$ cat src/rtl/fifo_if.sv
// +----------------------------------------------------------------------+
// | FifoIO: signal bundle between a fifo and its producer/consumer.      |
// | Revision: 1.0                                                        |
// +----------------------------------------------------------------------+
`default_nettype none

interface FifoIO #(
  parameter int DATA_WIDTH = 16,
  parameter int FIFO_SIZE  = 4
);

  logic                         wr_en;
  logic [DATA_WIDTH-1:0]        wr_data;
  logic                         rd_en;
  logic [DATA_WIDTH-1:0]        rd_data;
  logic                         full;
  logic                         empty;
  logic [$clog2(FIFO_SIZE):0]   count;
  logic                         overflow;
  logic                         underflow;

  modport fifo (
    input  wr_en, wr_data, rd_en,
    output rd_data, full, empty, count, overflow, underflow
  );

  // Producer owns the write side, consumer owns the read side.
  modport producer (
    output wr_en, wr_data,
    input  rd_en, rd_data, full, empty, count, overflow, underflow
  );

  modport consumer (
    output rd_en,
    input  wr_en, wr_data, rd_data, full, empty, count, overflow, underflow
  );

endinterface

`default_nettype wire

$ cat src/rtl/fifo.sv
// +----------------------------------------------------------------------+
// | fifo: single-clock first-word-fall-through FIFO on a FifoIO bundle.  |
// | Optional sticky overflow/underflow flags: define FIFO_ERR_FLAGS_EN.  |
// | Revision: 1.0                                                        |
// +----------------------------------------------------------------------+
`default_nettype none

module fifo #(
  parameter int DATA_WIDTH = 16,
  parameter int FIFO_SIZE  = 4
) (
  input  logic clk,
  input  logic rst,
  FifoIO.fifo  fifo_io
);

  localparam int c_PTR_W = $clog2(FIFO_SIZE);
  localparam int c_CNT_W = c_PTR_W + 1;

  logic [DATA_WIDTH-1:0] r_mem [FIFO_SIZE];
  logic [c_PTR_W-1:0]    r_wp;
  logic [c_PTR_W-1:0]    r_rp;
  logic [c_CNT_W-1:0]    r_count;

  logic w_full;
  logic w_empty;
  logic w_push;
  logic w_pop;

  assign w_full  = (r_count == c_CNT_W'(FIFO_SIZE));
  assign w_empty = (r_count == '0);

  // A full FIFO still accepts a write when the head is popped in the same cycle.
  assign w_push = fifo_io.wr_en && (!w_full || fifo_io.rd_en);
  assign w_pop  = fifo_io.rd_en && !w_empty;

  always_ff @(posedge clk) begin
    if (w_push && !rst) begin
      r_mem[r_wp] <= fifo_io.wr_data;
    end
  end

  always_ff @(posedge clk) begin
    if (rst) begin
      r_wp    <= '0;
      r_rp    <= '0;
      r_count <= '0;
    end else begin
      if (w_push) begin
        r_wp <= r_wp + c_PTR_W'(1);
      end
      if (w_pop) begin
        r_rp <= r_rp + c_PTR_W'(1);
      end
      if (w_push && !w_pop) begin
        r_count <= r_count + c_CNT_W'(1);
      end else if (w_pop && !w_push) begin
        r_count <= r_count - c_CNT_W'(1);
      end
    end
  end

  assign fifo_io.rd_data = w_empty ? '0 : r_mem[r_rp];
  assign fifo_io.full    = w_full;
  assign fifo_io.empty   = w_empty;
  assign fifo_io.count   = r_count;

`ifdef FIFO_ERR_FLAGS_EN
  logic r_overflow;
  logic r_underflow;

  always_ff @(posedge clk) begin
    if (rst) begin
      r_overflow  <= 1'b0;
      r_underflow <= 1'b0;
    end else begin
      if (fifo_io.wr_en && w_full && !fifo_io.rd_en) begin
        r_overflow <= 1'b1;
      end
      if (fifo_io.rd_en && w_empty) begin
        r_underflow <= 1'b1;
      end
    end
  end

  assign fifo_io.overflow  = r_overflow;
  assign fifo_io.underflow = r_underflow;
`else
  assign fifo_io.overflow  = 1'b0;
  assign fifo_io.underflow = 1'b0;
`endif

endmodule

`default_nettype wire

$ cat src/flat_wrapper.sv
// flat-port wrapper written by rule: the top's interface ports become plain ports
module fifo_flat 
#(
  parameter int DATA_WIDTH = 16,
  parameter int FIFO_SIZE  = 4
)
  (clk, rst, fifo_io_wr_en, fifo_io_wr_data, fifo_io_rd_en, fifo_io_rd_data, fifo_io_full, fifo_io_empty, fifo_io_count, fifo_io_overflow, fifo_io_underflow);
  FifoIO #(.DATA_WIDTH(DATA_WIDTH), .FIFO_SIZE(FIFO_SIZE)) fifo_io_i ();
  input  logic clk;
  input  logic rst;
  input wire logic [$bits(fifo_io_i.wr_en)-1:0] fifo_io_wr_en;
  input wire logic [$bits(fifo_io_i.wr_data)-1:0] fifo_io_wr_data;
  input wire logic [$bits(fifo_io_i.rd_en)-1:0] fifo_io_rd_en;
  output wire logic [$bits(fifo_io_i.rd_data)-1:0] fifo_io_rd_data;
  output wire logic [$bits(fifo_io_i.full)-1:0] fifo_io_full;
  output wire logic [$bits(fifo_io_i.empty)-1:0] fifo_io_empty;
  output wire logic [$bits(fifo_io_i.count)-1:0] fifo_io_count;
  output wire logic [$bits(fifo_io_i.overflow)-1:0] fifo_io_overflow;
  output wire logic [$bits(fifo_io_i.underflow)-1:0] fifo_io_underflow;
  assign fifo_io_i.wr_en = fifo_io_wr_en;
  assign fifo_io_i.wr_data = fifo_io_wr_data;
  assign fifo_io_i.rd_en = fifo_io_rd_en;
  assign fifo_io_rd_data = fifo_io_i.rd_data;
  assign fifo_io_full = fifo_io_i.full;
  assign fifo_io_empty = fifo_io_i.empty;
  assign fifo_io_count = fifo_io_i.count;
  assign fifo_io_overflow = fifo_io_i.overflow;
  assign fifo_io_underflow = fifo_io_i.underflow;
  fifo #(.DATA_WIDTH(DATA_WIDTH), .FIFO_SIZE(FIFO_SIZE)) u_core (.clk(clk), .rst(rst), .fifo_io(fifo_io_i));
endmodule
$ cat config.mk
export PLATFORM = sky130hd
export DESIGN_NAME = fifo_flat
export DESIGN_NICKNAME = d
export VERILOG_FILES = /design/src/rtl/fifo_if.sv /design/src/rtl/fifo.sv /design/src/flat_wrapper.sv
export SDC_FILE = /design/constraint.sdc
export NUM_CORES = 1
export LEC_CHECK = 0
export ABC_AREA = 1
export CORE_ASPECT_RATIO = 1.5
export CORE_MARGIN = 2
export CORE_UTILIZATION = 58
export DETAILED_ROUTE_END_ITERATION = 10
export PLACE_DENSITY = 0.8
export SYNTH_ARGS = -nofsm -noshare
export SYNTH_HDL_FRONTEND = slang
export SYNTH_SLANG_ARGS = --single-unit
export TNS_END_PERCENT = 30
$ cat constraint.sdc
create_clock -name clk -period 2.7 [get_ports clk]
set_input_delay 0.54 -clock clk [delete_from_list [all_inputs] [get_ports clk]]
set_output_delay 0.54 -clock clk [all_outputs]
set_load 0.005 [all_outputs]
* After elaboration in Yosys (flattened, before gate mapping)
Memories as Yosys holds them, arrays and structs flattened. A register that Yosys moved wholly into a read port is not among the register bits.
Index checks and enable logic that the tools add are counted.
W data, S select, Z words.
** Storage, ports and cells
- Flip-flop bits (word level) :: 7
- Memory bits (writable) :: 64
- Memories kept :: 1
- Output and inout bits :: 23
** Cells by class
- Reductions and logical operators :: 13
- Add/sub/neg operators :: 4
- Multiplexer cells :: 7
- Equal/unequal tests :: 1
** Memory list
- u_core.r_mem :: words 4, width 16, rd ports 1, clocked after Yosys merged registers in 1, write ports 1, RTL line fifo.sv:20 : logic [DATA_WIDTH-1:0] r_mem [FIFO_SIZE];
** Operators by type and width (count)
- $mux W16 :: 1
- $mux W3 :: 2
- $logic_and A1 B1 Y1 :: 5
- $logic_not A1 Y1 :: 5
- $add A2 B1 Y2 const B :: 2
- $mux W2 :: 2
- $add A3 B1 Y3 const B :: 1
- $eq A3 B3 Y1 const B :: 1
- $logic_not A3 Y1 :: 1
- $sub A3 B1 Y3 const B :: 1
- $mux W1 :: 2
- $reduce_bool A2 Y1 :: 1
- $logic_or A1 B1 Y1 :: 1

* Longest topological paths before layout
- Word-level depth :: 8
- Mapped depth :: 13
- Depth with buffers taken out :: 13

* Worst setup path after synthesis
OpenSTA, ideal clock, no wires.
- Kind :: input to register
- From :: input port fifo_io_rd_en
- To :: memory u_core.r_mem[0][0], enable pin
- Path slack :: 773 ps
- Arrival time :: 1539 ps
- Stages on the path :: 6
- Data required time :: 2311 ps
- Cell sequence :: inv_1 -> nand3_2 -> nand2_1 -> inv_2 -> nand2_2 -> nor2_1
** On the way
- Word-level cells in the longest chain between the ends :: 5
** Ends and longest elaborated chain
- from (decl) :: RTL line flat_wrapper.sv:13 : input wire logic [$bits(fifo_io_i.rd_en)-1:0] fifo_io_rd_en;
- $logic_or A1 B1 Y1 :: RTL line fifo.sv:34 : assign w_push = fifo_io.wr_en && (!w_full || fifo_io.rd_en);
- $logic_and A1 B1 Y1 :: RTL line fifo.sv:34
- net u_core.w_push :: RTL line fifo.sv:27 : logic w_push;
- $logic_and A1 B1 Y1 :: RTL line fifo.sv:38 : if (w_push && !rst) begin
- $mux W1 :: RTL line fifo.sv:38
- $mux W1 (not written as such) :: RTL line fifo.sv:39 : r_mem[r_wp] <= fifo_io.wr_data;
- to (decl) :: RTL line fifo.sv:20
The timed path passes the listed nets, and every way through them passes these cells.

==> flow_summary.yaml <==
global_routing:
  grt_pass1_wl_mm: 8.89
  grt_pass1_vias: 1890
  globalRoute.totalOverflow: 0
  grt_usage: 0.203
  antenna_found_initial: 0
  grt_max_degree: 33
pwr:
  total_leakage_power_nw: 1.33
  ir_worst_vdd_mv: 0.583
  p_clk_frac: 0.218
  comb_power_share: 0.345
  intPower_mw: 2.21
  swShare: 0.304
  power_frac_seq: 0.436
  power_density_mw_per_mm2: 858
  switchingPower_mw: 0.967
cells_and_area:
  area_growth_pct: 19.7
  layout_commonest_cell: "nor2_1"
  fillers: 378
  nNetsFinal: 339
  mostFrequentLayoutCells: "75 x nor2_1, 64 x edfxtp_1, 40 x clkdlybuf4s50_1, 30 x o21ai_1, 15 x inv_1"
  utilization: 0.723
  drive_gt1_frac: 0.123
  antenna_cells: 0
  seqCellArea_sq_mm: 0.00210
  multi_input_area_sq_um: 795
clocking:
  cts.sinks: 73
  cts_made_buffers: 9
  root_buffer: "clkbuf_8"
  clkSlewWorstSetupHoldPaths_ps: 60
  htreeDepth: 3
  clock_latency_ps: 330
  clockBufferDepth: 2
  cts_tree: "yes"
  cts_hold_buf: 0
die:
  core_sq_mm: 0.00512
  die_area_sq_mm: 0.00595
  start_util: 0.604
  die_x_um: 63.6
  fp.dieH_um: 93.5
  io_pins: 43
  rows: 32
logic_synthesis:
  syn_area_sq_mm: 0.00309
  ys_ff_latch: 73
  ys_seq_area_frac: 0.679
  yosys_warnings: 0
  synth_cell_types: 25
  syn_inst: 265
  syn_area_per_cell_sq_um: 11.7
worst_setup_path:
  rr_startpoint: "u_core.fifo_io.count[0]"
  ff2ff_path_depth: 10
  start_kind: "flip-flop"
  crit_type: "flip-flop to output pin"
  r2r-end: "u_core.fifo_io.count[2]"
  crit_required_ps: 2160
  reg2reg_slack_ps: 760
  cp.arrival_ps: 1950
  crit_path_max_fanout: 16
  endpoint_kind: "output pin"
timing:
  rsz0062_at_grt: "false"
  slew_violations: 0
  fin_tns_setup_ps: 0
  min_period_ps: 2490
  period_share: 0.923
  skew_ps: 8.19
  max_freq_ghz: 0.401
  finalHoldViolations: 0
  setup_viol: 0
detailed_routing:
  dr.pass1.iters: 4
  antenna_left: 0
  dr.first_iter.drc_count: 55
  drc_errors: 0
  vias_per_cell: 5.18
  routed_wl_mm: 5.53
  detail_route.wl_per_cell_um: 14.3
  dr_total_vias: 2001
status:
  outcome: "finished, final reports clean"
placed_design:
  gp_congestion: 0.696
  hpwlAfterDp_mm: 3.66
  io_buffers: 40
min_path:
  hold_end: "u_core.r_rp[1]"
  hold_start: "u_core.r_rp[1]"
  hp-class: "flip-flop to flip-flop"
  hold_path_depth: 2
flow_run:
  drv_cap: 0
-- power groups by stage --
stage	combinational [mW]	clock, mW	sequential, mW
finish	1.10	0.694	1.39
global route	1.21	0.757	1.39
CTS	1.11	0.712	1.39
detailed placement	1.11	0	1.41
global placement	1.07	0	1.41
floorplan	0.677	0	1.38
-- cell type report --
class	instances	area share
multi-input cells	161	0.215
clock buffers	15	0.0422
well taps	68	0.0230
repair buffers	49	0.130
inverters	19	0.0213
flip-flops and latches	73	0.568
clock inverters	1	0.00135
-- worst max-delay path by stage --
stage,slack [ps],cells after the start,endpoint
detailed placement,180,12,u_core.fifo_io.count[2]
floorplan,770,6,u_core.r_mem[0][0]
global route,30,5,fifo_io_rd_data[3]
CTS,80,6,fifo_io_rd_data[4]
global placement,330,14,u_core.fifo_io.count[2]
finish,210,5,fifo_io_rd_data[3]
-- per-stage QoR --
| step | power [mW] | setup slack, ps | std cells | hold WS [ps] | instance area, sq um |
|---|---|---|---|---|---|
| floorplan | 2.05 | 773 | 266 | 459 | 3100 |
| global placement | 2.48 | 328 | 370 | 491 | 3540 |
| detailed placement | 2.52 | 182 | 370 | 495 | 3540 |
| CTS | 3.21 | 81.8 | 386 | 504 | 3700 |
| global route | 3.36 | 31.5 | 386 | 522 | 3700 |
| finish | 3.18 | 209 | 386 | 499 | 3700 |
-- sequential cells by signal (all words and copies together) (netlist names), named ones only --
signal / count
u_core.r_rp: 2
u_core.r_mem: 64
u_core.r_wp: 2
u_core.fifo_io.count: 3
-- cell usage after synthesis (all sizes together) --
cell / count / area share
a21oi: 21 / 0.045
buf: 12 / 0.038
clkbuf: 1 / 0.0016
conb: 1 / 0.0012
dfxtp: 9 / 0.058
edfxtp: 64 / 0.62
fa: 1 / 0.0065
ha: 5 / 0.020
inv: 19 / 0.025
nand2: 15 / 0.021
nand3: 6 / 0.011
nor2: 76 / 0.093
nor3: 1 / 0.0016
o21ai: 33 / 0.053
xor2: 1 / 0.0028
-- critical path, cell delays in order, from the launching register on --
cell and delay [ps]:
dfxtp_1 540, inv_4 170, nor2_1 120, o21ai_1 70, a21oi_1 180, clkdlybuf4s50_1 540
-- cells by family (layout without fill, tap and decap cells) --
| group | count (synthesis) | count (layout) | share of synthesized area |
|---|---|---|---|
| DFF | 73 | 73 | 0.679 |
| adders and majority gates | 6 | 6 | 0.0267 |
| AOI/OAI and AO/OA | 54 | 54 | 0.0983 |
| xor gates and xnor gates | 1 | 1 | 0.00283 |
| buffers and inverters | 32 | 84 | 0.0651 |
| other | 1 | 2 | 0.00121 |
| and+or+nand+nor | 98 | 98 | 0.127 |
-- routing by layer --
| layer | GRT usage | vias up | share of wire |
|---|---|---|---|
| met1 | 0.224 | 946 | 0.40 |
| met4 | 0.0978 | 0 | 0.020 |
| met2 | 0.368 | 52 | 0.54 |
| li1 | - | 994 | - |
| met3 | 0.0445 | 9 | 0.036 |
| met5 | 0 | - | 0 |
-- what timing repair did --
item | 4_1_cts | 5_1_grt
hold endpoints to repair | 0 | 0
setup buffers | 0 | 0
gates resized for setup | 0 | 1
endpoints found under the setup margin | 0 | 2
(Power assumes the default switching activity.)
